`src/rtl/fx_arb_pkg.sv`:
```
// fx_arb_pkg
//   Shared constants and types for the fx_add_arb saturating-adder arbiter.
//   DEF_WORD_LEN / DEF_NUM_REQ are the default parameter values used by
//   fx_add_arb. SAT_CNT_W is the width of the optional saturation counter,
//   which is built only when FX_ADD_ARB_SAT_CNT_EN is defined.
//   rsp_t is the packed response word {id, sum, sat} at the default widths.
//   It is used by logic that consumes or logs results from a default-sized
//   instance.
package fx_arb_pkg;

  localparam int DEF_WORD_LEN = 32;
  localparam int DEF_NUM_REQ  = 4;
  localparam int DEF_ID_W     = $clog2(DEF_NUM_REQ);
  localparam int SAT_CNT_W    = 16;

  typedef struct packed {
    logic [DEF_ID_W-1:0]     id;
    logic [DEF_WORD_LEN-1:0] sum;
    logic                    sat;
  } rsp_t;

endpackage : fx_arb_pkg

```
`src/rtl/fx_add_arb_rr_arb.sv`:
```
// rr_arb
//   Round-robin arbiter with a rotating priority pointer.
//   The grant goes to the first asserted request at or after the pointer,
//   searching in increasing index order and wrapping from NUM_REQ-1 to 0.
//   When the grant is consumed (take high while a grant exists), the pointer
//   moves to one past the granted index. Otherwise it holds.
//
// Ports
//   clk        in   clock, rising edge
//   rst        in   synchronous active-high reset, pointer -> 0
//   req        in   NUM_REQ request vector
//   take       in   grant is consumed this cycle
//   grant      out  one-hot grant (zero when no request)
//   grant_idx  out  index of the granted requester
//   grant_vld  out  at least one request is pending
module rr_arb #(
  parameter int NUM_REQ = 4,
  parameter int ID_W    = $clog2(NUM_REQ)
) (
  input  logic               clk,
  input  logic               rst,
  input  logic [NUM_REQ-1:0] req,
  input  logic               take,
  output logic [NUM_REQ-1:0] grant,
  output logic [ID_W-1:0]    grant_idx,
  output logic               grant_vld
);

  logic [ID_W-1:0] ptr;
  logic [ID_W:0]   idx;

  // Search offsets 0..NUM_REQ-1 from the pointer. The index is one bit
  // wider so that the wrap works when NUM_REQ is not a power of two.
  always_comb begin
    grant     = '0;
    grant_idx = '0;
    grant_vld = 1'b0;
    idx       = '0;
    for (int i = 0; i < NUM_REQ; i++) begin
      idx = {1'b0, ptr} + (ID_W+1)'(i);
      if (idx >= (ID_W+1)'(NUM_REQ)) begin
        idx = idx - (ID_W+1)'(NUM_REQ);
      end
      if (!grant_vld && req[idx[ID_W-1:0]]) begin
        grant_vld = 1'b1;
        grant_idx = idx[ID_W-1:0];
      end
    end
    if (grant_vld) begin
      grant[grant_idx] = 1'b1;
    end
  end

  always_ff @(posedge clk) begin
    if (rst) begin
      ptr <= '0;
    end else if (take && grant_vld) begin
      if (grant_idx == ID_W'(NUM_REQ-1)) begin
        ptr <= '0;
      end else begin
        ptr <= grant_idx + ID_W'(1);
      end
    end
  end

endmodule : rr_arb

```
`src/rtl/fx_add_arb.sv`:
```
// fx_add_arb
//   A single saturating unsigned adder shared by NUM_REQ requesters through
//   round-robin arbitration. It has one register stage. A transfer in cycle
//   n makes the result visible in cycle n+1. A new result can be loaded
//   while the previous one drains, which gives one result per cycle.
//
//   Optional feature: define FX_ADD_ARB_SAT_CNT_EN to add the 16-bit sticky
//   saturation event counter and its sat_cnt port.
//
// Ports
//   clk        in   clock, rising edge
//   rst        in   synchronous active-high reset
//   req_valid  in   per-requester operand pair valid
//   req_ready  out  per-requester accept (at most one bit high)
//   req_a      in   per-requester first operand
//   req_b      in   per-requester second operand
//   rsp_valid  out  result valid
//   rsp_ready  in   downstream accepts the result
//   rsp_id     out  requester that owns the result
//   rsp_sum    out  saturated sum
//   rsp_sat    out  result was clamped to all ones
//   sat_cnt    out  saturation event count (FX_ADD_ARB_SAT_CNT_EN only)
module fx_add_arb
  import fx_arb_pkg::*;
#(
  parameter int WORD_LEN = DEF_WORD_LEN,
  parameter int NUM_REQ  = DEF_NUM_REQ,
  parameter int ID_W     = $clog2(NUM_REQ)
) (
  input  logic                              clk,
  input  logic                              rst,
  input  logic [NUM_REQ-1:0]                req_valid,
  output logic [NUM_REQ-1:0]                req_ready,
  input  logic [NUM_REQ-1:0][WORD_LEN-1:0]  req_a,
  input  logic [NUM_REQ-1:0][WORD_LEN-1:0]  req_b,
  output logic                              rsp_valid,
  input  logic                              rsp_ready,
  output logic [ID_W-1:0]                   rsp_id,
  output logic [WORD_LEN-1:0]               rsp_sum,
  output logic                              rsp_sat
`ifdef FX_ADD_ARB_SAT_CNT_EN
  ,
  output logic [SAT_CNT_W-1:0]              sat_cnt
`endif
);

  logic               accept;
  logic               enable;
  logic               transfer;
  logic [NUM_REQ-1:0] grant;
  logic [ID_W-1:0]    grant_idx;
  logic               grant_vld;
  logic [WORD_LEN-1:0] op_a;
  logic [WORD_LEN-1:0] op_b;
  logic [WORD_LEN:0]   sum_full;
  logic [WORD_LEN-1:0] sum_sat;
  logic                carry;

  // The output slot can take a new result when it is empty or is being
  // drained this cycle. Reset blocks every grant so that no transfer is
  // reported during a reset cycle.
  assign accept   = !rsp_valid || rsp_ready;
  assign enable   = accept && !rst;
  assign req_ready = enable ? grant : '0;
  assign transfer = enable && grant_vld;

  rr_arb #(
    .NUM_REQ (NUM_REQ),
    .ID_W    (ID_W)
  ) u_rr_arb (
    .clk       (clk),
    .rst       (rst),
    .req       (req_valid),
    .take      (enable),
    .grant     (grant),
    .grant_idx (grant_idx),
    .grant_vld (grant_vld)
  );

  // Operands are muxed by the granted index only. The grant never looks at
  // operand values, so req_ready has no operand dependency.
  assign op_a     = req_a[grant_idx];
  assign op_b     = req_b[grant_idx];
  assign sum_full = {1'b0, op_a} + {1'b0, op_b};
  assign carry    = sum_full[WORD_LEN];
  assign sum_sat  = carry ? '1 : sum_full[WORD_LEN-1:0];

  // The payload registers load only on a transfer, so they keep their last
  // values after a drain that has no new request.
  always_ff @(posedge clk) begin
    if (rst) begin
      rsp_valid <= 1'b0;
      rsp_id    <= '0;
      rsp_sum   <= '0;
      rsp_sat   <= 1'b0;
    end else if (transfer) begin
      rsp_valid <= 1'b1;
      rsp_id    <= grant_idx;
      rsp_sum   <= sum_sat;
      rsp_sat   <= carry;
    end else if (rsp_ready) begin
      rsp_valid <= 1'b0;
    end
  end

`ifdef FX_ADD_ARB_SAT_CNT_EN
  // Sticky at all ones so that a long run never wraps back to a small count.
  always_ff @(posedge clk) begin
    if (rst) begin
      sat_cnt <= '0;
    end else if (transfer && carry && (sat_cnt != '1)) begin
      sat_cnt <= sat_cnt + SAT_CNT_W'(1);
    end
  end
`endif

endmodule : fx_add_arb
```
`config.mk`:
```
export PLATFORM = sky130hd
export DESIGN_NAME = fx_add_arb
export DESIGN_NICKNAME = d
export VERILOG_FILES = /design/src/rtl/fx_arb_pkg.sv /design/src/rtl/fx_add_arb_rr_arb.sv /design/src/rtl/fx_add_arb.sv
export SDC_FILE = /design/constraint.sdc
export NUM_CORES = 1
export LEC_CHECK = 0
export BUFFER_PORTS_ARGS = -buffer_cell sky130_fd_sc_hd__buf_2
export CAP_MARGIN = 20
export CORE_AREA = 3 3 116 118
export DETAILED_ROUTE_END_ITERATION = 8
export DIE_AREA = 0 0 119 121
export PLACE_DENSITY_LB_ADDON = 0.12
export SYNTH_ARGS = -nofsm -noshare
export SYNTH_HDL_FRONTEND = slang
export SYNTH_SLANG_ARGS = --single-unit
```
`constraint.sdc`:
```
create_clock -name clk -period 5.5 [get_ports clk]
set_input_delay 0.55 -clock clk [delete_from_list [all_inputs] [get_ports clk]]
set_output_delay 0.55 -clock clk [all_outputs]
set_load 0.005 [all_outputs]
```
==> impl_metrics.ini, run 1 <==
[outcome]
status = completed

[sta]
rsz0062_at_grt = no
finalCritPeriodShare_pct = 85.4
layout_min_cycle_time_ns = 4.70
fmax_ghz = 0.213
tightest_slew_ns = 0.910
setup_viol_count_final = 0
clock_skew_ns = 0.00728
fin_ws_ns = 0.803
slew_viol_final = 0
hold_violations = 0
relSlewSlack_pct = 39.0
final.setup.tns_ns = 0

[setup_path]
startpoint = u_rr_arb.ptr[1]
slowest_delay_ns = 0.45
critPathTopFamily = compound AO/OA/AOI/OAI gates
rr_startpoint = u_rr_arb.ptr[1]
required_ns = 5.65
critPathKind = flop to flop
crit_fanout = 28
path_cells = inv_1 > a22oi_1 > o22ai_1 > a31oi_1 > nor2b_4 > buf_4 > and3_1 > a31oi_1 > ha_1 > fa_1 > a211oi_1 > o211ai_1 > a32oi_2 > o31a_4 > o211ai_4 > a21oi_2 > buf_4 > a21oi_1
start_kind = flop
critPathCaptureType = flop
cp_slowest_cell = dfxtp_1
cp.arrival_ns = 4.85
cp.buffers_inverters = 3

[placement]
placed_area_mm2 = 0.00660
hpwl_um = 16500
io_buffers = 302
placed_cells = 1230
place_congestion = 0.903
pre_cts_ws_ns = 0.692

[synth]
ys_seq_area_share_pct = 15.4
async_reset_ff_share_pct = 0
synth_edf_count = 0
syn_avg_cell_area_um2 = 6.18
syn_nets = 1101
synth_area_mm2 = 0.00495
synthFlopType = dfxtp_1
synth_seq_cells = 38
synthDistinctLibCells = 48
synthCells = 801
yosys_warnings = 0

[detailed_routing]
drt-total-wl_um = 20400
wl_per_cell_um = 16.4
firstDrtPassIters = 5
drc = 0
ant_nets = 0
via_per_inst = 5.36
num_vias = 6649
first_iter_violations = 445

[clock_network]
cts-hold-fix-buffers = 0
clk_latency_ns = 0.28
postCtsSetupBuffers = 0
clockRootBuffer = clkbuf_16
cts.clk_slew.worst_paths_ns = 0.06
cts_sinks = 38
htreeDepth = 2
cts-resized-gates = 0
numCtsBuffers = 5
clock_path_buffers = 2
cts_tree = yes

[layout]
design_area_mm2 = 0.00678
fin_cells = 1241
area_growth_pct = 36.9
layout-drive-gt1-share_pct = 31.3
fin_nets = 1365

[power_and_ir_drop]
p_total_mw = 3.61
p_leak_nw = 3.66
vdd_ir_drop_max_uv = 216
pwr_density_cell_mw_per_mm2 = 533

[floorplan]
core_region_area_mm2 = 0.0126
start_util_pct = 39.4
die_h_um = 121
io-pin-count = 303
die_w_um = 119
dieArea_mm2 = 0.0144
rows = 41

[hold_path]
hold_start = rsp_id[0]
hp-class = flop to flop

[run]
maxCapViolCount = 0

[grt]
grt_pass1_wl_um = 30900
grt_pass1_vias = 6114
grt_overflow_total = 0
antenna_found_initial = 3
grt_usage_pct = 26.1
grt_max_degree = 132
## report_power, final
| part | internal, mW | switching [mW] |
|---|---|---|
| Sequential | 0.401 | 0.0717 |
| Clock | 0.212 | 0.110 |
| Combinational | 1.14 | 1.68 |
| Total | 1.75 | 1.86 |
## final cells by class
| class | count | area [um^2] |
|---|---|---|
| Clock inverter | 3 | 40.0 |
| Fill cell | 1338 | 5790 |
| Timing Repair Buffer | 314 | 1630 |
| Multi-Input combinational cell | 696 | 3960 |
| Inverter | 10 | 40.0 |
| Tap cell | 172 | 215 |
| Antenna cell | 3 | 7.51 |
| Sequential cell | 38 | 761 |
| Clock buffer | 5 | 125 |
## sequential cells by signal, indices dropped and copies added, names as in the netlist
name / cells
u_rr_arb.ptr: 2
rsp_sum: 32
rsp_sat: 1
rsp_id: 2
rsp_valid: 1
## cells in the mapped netlist (2+ instances only)
library cell / instances / area share [%]
a2111oi_2: 2 / 0.61
nand3_1: 8 / 0.81
nand2b_1: 3 / 0.38
buf_2: 3 / 0.30
a211oi_1: 3 / 0.45
a21o_1: 20 / 3.0
and2_1: 5 / 0.63
o221ai_1: 2 / 0.35
a22oi_1: 2 / 0.30
clkbuf_1: 51 / 3.9
nand4_1: 3 / 0.38
inv_1: 9 / 0.68
or3_1: 3 / 0.38
o22ai_1: 2 / 0.25
ha_1: 36 / 9.1
and3_1: 68 / 8.6
o21a_1: 6 / 0.91
o31ai_1: 4 / 0.61
a21oi_1: 94 / 9.5
o21ai_0: 17 / 1.7
nor2b_1: 6 / 0.76
xnor2_1: 13 / 2.3
nor3_1: 2 / 0.20
a31oi_1: 69 / 8.7
xor2_1: 13 / 2.3
buf_1: 3 / 0.23
mux2i_1: 3 / 0.61
and4_1: 4 / 0.71
nor2_1: 10 / 0.76
dfxtp_1: 38 / 15
nand2_1: 280 / 21
o211ai_1: 3 / 0.45
## layout by cell type, fill, tap and decap left out, types with 4 or more instances in the layout
master / instances
inv_1: 7
and2_1: 5
and3_1: 68
nand3_1: 8
nor2b_1: 5
ha_1: 36
nor2_1: 10
o31ai_1: 4
xor2_1: 13
clkbuf_16: 5
o21a_1: 6
a21oi_1: 94
dfxtp_1: 38
xnor2_1: 13
a21o_1: 20
nand2_1: 280
buf_2: 302
a31oi_1: 69
buf_4: 10
o21ai_0: 17
and4_1: 4
## cells by family (layout without fill, tap and decap cells)
family                   after synthesis  after routing  synth area share (%)
other                                  0              3                     0
flip-flops                            38             38                  15.4
adder cells (fa/ha/maj)               37             37                  9.50
multiplexers                           3              3                 0.607
AO/OA/AOI/OAI                        235            235                  29.5
AND/OR/NAND/NOR                      395            395                  35.3
buffers and inverters                 67            332                  5.16
XOR/XNOR                              26             26                  4.60
## worst min-delay path, delay by kind of cell (launching register included)
| kind | cells | cell delay (ns) |
|---|---|---|
| compound gates | 1 | 0.05 |
| simple gates | 1 | 0.05 |
| flops | 1 | 0.31 |
## path summary, 6_finish.rpt
path                      end  slack (ns)  cells past startpoint
setup reg to reg  rsp_sum[15]        0.80                     18
setup / recovery  rsp_sum[15]        0.80                     18
hold / removal      rsp_id[0]        0.46                      2
hold reg to reg     rsp_id[0]        0.46                      2
## routing by layer
layer | routed length [um] | vias to the layer above | track usage (%)
met5 | 0 | - | 0
met4 | 197 | 0 | 5.36
met3 | 1430 | 15 | 3.73
met2 | 9420 | 250 | 42.4
met1 | 9350 | 3020 | 36.9
li1 | - | 3364 | -
## through the flow
stage                     hold slack (ns)  utilization, %
after floorplan                     0.447               -
after global placement              0.447            52.5
after detailed placement            0.447            52.5
after CTS                           0.454            53.9
after global routing                0.489            53.9
final                               0.455            53.9
(Power assumes the default switching activity.)
==> run 2: changes to the inputs <==
REMOVE_ABC_BUFFERS = 1   (was unset)
==> run 2 against run 1 <==
Core utilization fell by 0.10 points. Maximum frequency rose by 2.2%. Sequential power fell by 2%. Largest power group unchanged. Die area did not move. Setup slack improved by 0.10 ns. Count of clock-buffer cells in the layout rose by 2. Critical path type unchanged. Via count fell by 4.2%. Cell count fell by 0.48%. Non-clock buffer count fell by 3.
==> impl_metrics.ini, run 2 (synthesis results as in run 1) <==
[outcome]
status = completed

[sta]
layout_min_cycle_time_ns = 4.60
relSlewSlack_pct = 33.1
finalCritPeriodShare_pct = 83.6
rsz0062_at_grt = no
hold_violations = 0
slew_viol_final = 0
tightest_slew_ns = 0.997
hold_slack_ns = 0.468
fmax_ghz = 0.218
setup_viol_count_final = 0
clock_skew_ns = 0.00743

[layout]
top_register = rsp_sum
antenna_cells = 0
largest_registers = rsp_sum (32), rsp_id (2), u_rr_arb.ptr (2)
area_growth_pct = 36.6
regArea_um2 = 761
layout_commonest_cell = buf_2
mostFrequentLayoutCells = buf_2 (302), nand2_1 (280), a21oi_1 (94), a31oi_1 (69), and3_1 (68)
largest_register_ffs = 32
multiInputGateArea_mm2 = 0.00397
fill_cells = 1375
fin_nets = 1362
layout-drive-gt1-share_pct = 31.0

[detailed_routing]
ant_nets = 0
via_per_inst = 5.16
num_vias = 6369
wl_per_cell_um = 13.3
firstDrtPassIters = 4
drt-total-wl_um = 16400
first_iter_violations = 300
drc = 0

[setup_path]
required_ns = 5.66
critPathKind = flop to flop
start_kind = flop
crit_fanout = 33
cp.arrival_ns = 4.76
critPathCaptureType = flop

[clock_network]
cts_tree = yes
numCtsBuffers = 5
clock_path_buffers = 2
htreeDepth = 2
cts.clk_slew.worst_paths_ns = 0.05
cts-resized-gates = 0
clockRootBuffer = clkbuf_16
postCtsSetupBuffers = 0
clk_latency_ns = 0.28
cts-hold-fix-buffers = 0
cts_sinks = 38

[power_and_ir_drop]
pwr_density_cell_mw_per_mm2 = 507
p_leak_nw = 3.64
vdd_ir_drop_max_uv = 193
p_total_mw = 3.43

[floorplan]
start_util_pct = 39.4
die_w_um = 119
dieArea_mm2 = 0.0144
rows = 41
die_h_um = 121
core_region_area_mm2 = 0.0126
io-pin-count = 303

[grt]
antenna_found_initial = 0
grt_max_degree = 132
grt_usage_pct = 21.5
grt_overflow_total = 0
grt_pass1_vias = 5738
grt_pass1_wl_um = 26500

[placement]
io_buffers = 302
place_congestion = 0.853
hpwl_um = 13000

[hold_path]
hp-class = flop to flop

[run]
maxCapViolCount = 0
-- run 2: cell types whose count changed in the layout (fill, tap and decap cells not counted) --
cell,before,now
clkinv_2,2,0
a21oi_2,1,0
a21oi_4,0,1
diode_2,3,0
clkbuf_1,0,2
buf_12,2,3
buf_4,10,6
-- run 2: critical path: stages, from the launching register on --
cell      delay (ns)
dfxtp_1         0.45
inv_1           0.10
a22oi_1         0.16
o22ai_1         0.10
a31oi_1         0.25
nor2b_4         0.26
buf_4           0.29
and3_1          0.20
a31oi_1         0.07
fa_1            0.54
a211oi_1        0.39
o211ai_1        0.23
a32oi_2         0.34
o31a_4          0.23
o211ai_4        0.12
a21oi_4         0.43
nand3_1         0.12
and4b_1         0.21
-- run 2: layout make-up --
type | instances | area share, %
clock buffers | 7 | 1.96
clock inverters | 1 | 0.444
inverters | 10 | 0.592
multi-input cells | 696 | 58.7
flip-flops and latches | 38 | 11.2
well taps | 172 | 3.18
repair buffers | 311 | 23.9
-- run 2: per-layer routing --
layer	share of wire [%]	global-route usage, %	up-vias
li1	-	-	3352
met1	45	28.5	2810
met2	47	37.2	195
met3	6.9	3.82	12
met4	1.1	3.26	0
met5	0	0	-
-- run 2: power breakdown --
group / total [mW] / switching [mW] / internal [mW]
registers: 0.464 / 0.0633 / 0.400
clock network: 0.318 / 0.104 / 0.214
logic: 2.64 / 1.51 / 1.14
-- run 2: final timing paths --
check,from,to,slack (ns),cells past startpoint
worst min-delay path,rsp_id[0],rsp_id[0],0.47,2
worst max-delay path,u_rr_arb.ptr[1],rsp_sum[29],0.90,17
worst max register to register,u_rr_arb.ptr[1],rsp_sum[29],0.90,17
worst min register to register,rsp_id[0],rsp_id[0],0.47,2
-- run 2: metrics by stage --
step	instances	TNS, ns	instance area (um^2)	util [%]	setup slack, ns
2_1_floorplan	744	-253.66	4730	-	-7.33
3_3_place_gp	1227	0	6600	52.5	0.771
3_5_place_dp	1227	0	6600	52.5	0.695
4_1_cts	1235	0	6760	53.8	0.920
5_1_grt	1235	0	6760	53.8	0.546
6_report	1235	0	6760	53.8	0.905
==> run 3: changes to the inputs <==
CORE_AREA = unset   (was 3 3 116 118)
CORE_MARGIN = 3   (was unset)
CORE_UTILIZATION = 40   (was unset)
DIE_AREA = unset   (was 0 0 119 121)
clock period = 4 ns   (was 5.5 ns; I/O delays follow)
==> run 3 against run 2 <==
Cell count increased by 4.5%. Largest power group unchanged. Final area increased by 9.4%. Critical endpoint unchanged. Non-clock buffer count increased by 59. Critical path depth unchanged. Sequential cell count unchanged.
==> impl_metrics.ini, run 3 (synthesis results as in run 1) <==
[outcome]
status = completed

[layout]
regArea_um2 = 766
top_register = rsp_sum
design_area_mm2 = 0.00740
largest_register_ffs = 32
mostFrequentLayoutCells = buf_2 (302), nand2_1 (280), a21oi_1 (91), and3_1 (68), a31oi_1 (66)
fill_cells = 1191
largest_registers = rsp_sum (32), rsp_id (2), u_rr_arb.ptr (2)
fin_nets = 1421
antenna_cells = 0
layout-drive-gt1-share_pct = 36.2
layout_commonest_cell = buf_2
area_growth_pct = 49.5
multiInputGateArea_mm2 = 0.00408

[power_and_ir_drop]
swShare_pct = 46.9
p_leak_nw = 3.96
sequentialPowerShare_pct = 11.8
p_comb_share_pct = 79.9
netSwitchingPower_mw = 2.54
internal_power_mw = 2.89
pwr_density_cell_mw_per_mm2 = 734
vdd_ir_drop_max_uv = 297
pwr-share-clk_pct = 8.3

[placement]
placed_area_mm2 = 0.00696
hpwl_um = 13500
place_congestion = 0.879
io_buffers = 302

[sta]
relSlewSlack_pct = 72.0
layout_min_cycle_time_ns = 3.79
hold_slack_ns = 0.388
clock_skew_ns = 0.00725
hold_violations = 0
tightest_slew_ns = 0.420
finalCritPeriodShare_pct = 94.9
fmax_ghz = 0.264
slew_viol_final = 0
setup_viol_count_final = 0

[setup_path]
critPathKind = flop to flop
required_ns = 4.17
start_kind = flop
cp.arrival_ns = 3.96
critPathCaptureType = flop
worst-r2r-setup-slack_ns = 0.21
crit_fanout = 17

[grt]
grt_use_met1_pct = 29.4
top_usage_layer = met2
grt_use_met2_pct = 38.7
grt_use_met3_pct = 2.98
antenna_found_initial = 0
grt_usage_pct = 22.2
grt_overflow_total = 0
grt_pass1_vias = 5847
grt_max_degree = 63
grt_pass1_wl_um = 25700

[clock_network]
numCtsBuffers = 5
cts_tree = yes
clk_latency_ns = 0.28
cts-hold-fix-buffers = 0
clockRootBuffer = clkbuf_16
clock_path_buffers = 2
htreeDepth = 2
cts.clk_slew.worst_paths_ns = 0.06
cts_sinks = 38

[detailed_routing]
firstDrtPassIters = 4
ant_nets = 0
num_vias = 6630
drt-total-wl_um = 17500
via_per_inst = 5.14
drc = 0
first_iter_violations = 273
wl_per_cell_um = 13.6

[floorplan]
dieArea_mm2 = 0.0137
die_h_um = 117
start_util_pct = 41.0
die_w_um = 117
core_region_area_mm2 = 0.0121
rows = 40
io-pin-count = 303

[run]
maxCapViolCount = 0

[hold_path]
hp-class = input pin to flop
==> run 3: power by group through the flow <==
| stage | registers [mW] | clock network (mW) | logic [mW] |
|---|---|---|---|
| floorplan | 0.656 | 0 | 2.68 |
| global placement | 0.637 | 0 | 4.02 |
| detailed placement | 0.645 | 0 | 4.04 |
| CTS | 0.639 | 0.458 | 4.07 |
| global route | 0.661 | 0.473 | 4.83 |
| finish | 0.642 | 0.450 | 4.34 |
==> run 3: worst max-delay path: stages (launching register included) <==
cell	delay [ns]
dfxtp_4	0.38
inv_1	0.06
a22oi_1	0.16
o22ai_1	0.11
a31oi_1	0.22
nor2b_4	0.28
buf_12	0.16
and3_1	0.17
a31oi_2	0.04
ha_1	0.37
a21o_1	0.21
a221o_1	0.39
a32oi_2	0.23
o31a_4	0.19
o211ai_4	0.13
a2111oi_4	0.31
mux2i_1	0.10
and4b_1	0.18
==> run 3: metrics by stage <==
stage | worst slack [ns] | util (%) | TNS (ns) | power, mW | cells
after floorplan | -8.68 | - | -305.71 | 3.34 | 744
after global placement | -0.0190 | 57.7 | -0.0190 | 4.66 | 1266
after detailed placement | -0.114 | 57.7 | -0.165 | 4.68 | 1266
after CTS | 0.0803 | 59.2 | 0 | 5.17 | 1274
after global routing | -0.0843 | 61.3 | -0.473 | 5.96 | 1290
final | 0.205 | 61.3 | 0 | 5.43 | 1290
==> run 3: layout make-up <==
type                    count  area share (%)
multi-input cells         696            55.1
clock inverters             3           0.609
inverters                  10           0.575
repair buffers            370            28.9
well taps                 168            2.84
clock buffers               5            1.69
flip-flops and latches     38            10.3
==> run 3: per-layer routing <==
| metal | wire, um | part of all wire, % | vias up |
|---|---|---|---|
| li1 | - | - | 3462 |
| met1 | 7750 | 44 | 2958 |
| met2 | 8360 | 48 | 198 |
| met3 | 1170 | 6.7 | 12 |
| met4 | 196 | 1.1 | 0 |
| met5 | 0 | 0 | - |
==> run 3: worst paths after layout <==
check / startpoint / endpoint / cells past startpoint
worst min register to register: rsp_id[0] / rsp_id[0] / 2
worst max register to register: u_rr_arb.ptr[1] / rsp_sum[29] / 17
worst min-delay path: rst / rsp_id[0] / 2
worst max-delay path: u_rr_arb.ptr[1] / rsp_sum[29] / 17
==> run 3: timing repair <==
action | CTS | global route
setup buffers | 0 | 14
pin swaps | 0 | 12
gates cloned | 0 | 2
resized for setup | 3 | 23
setup endpoints to repair | 2 | 33
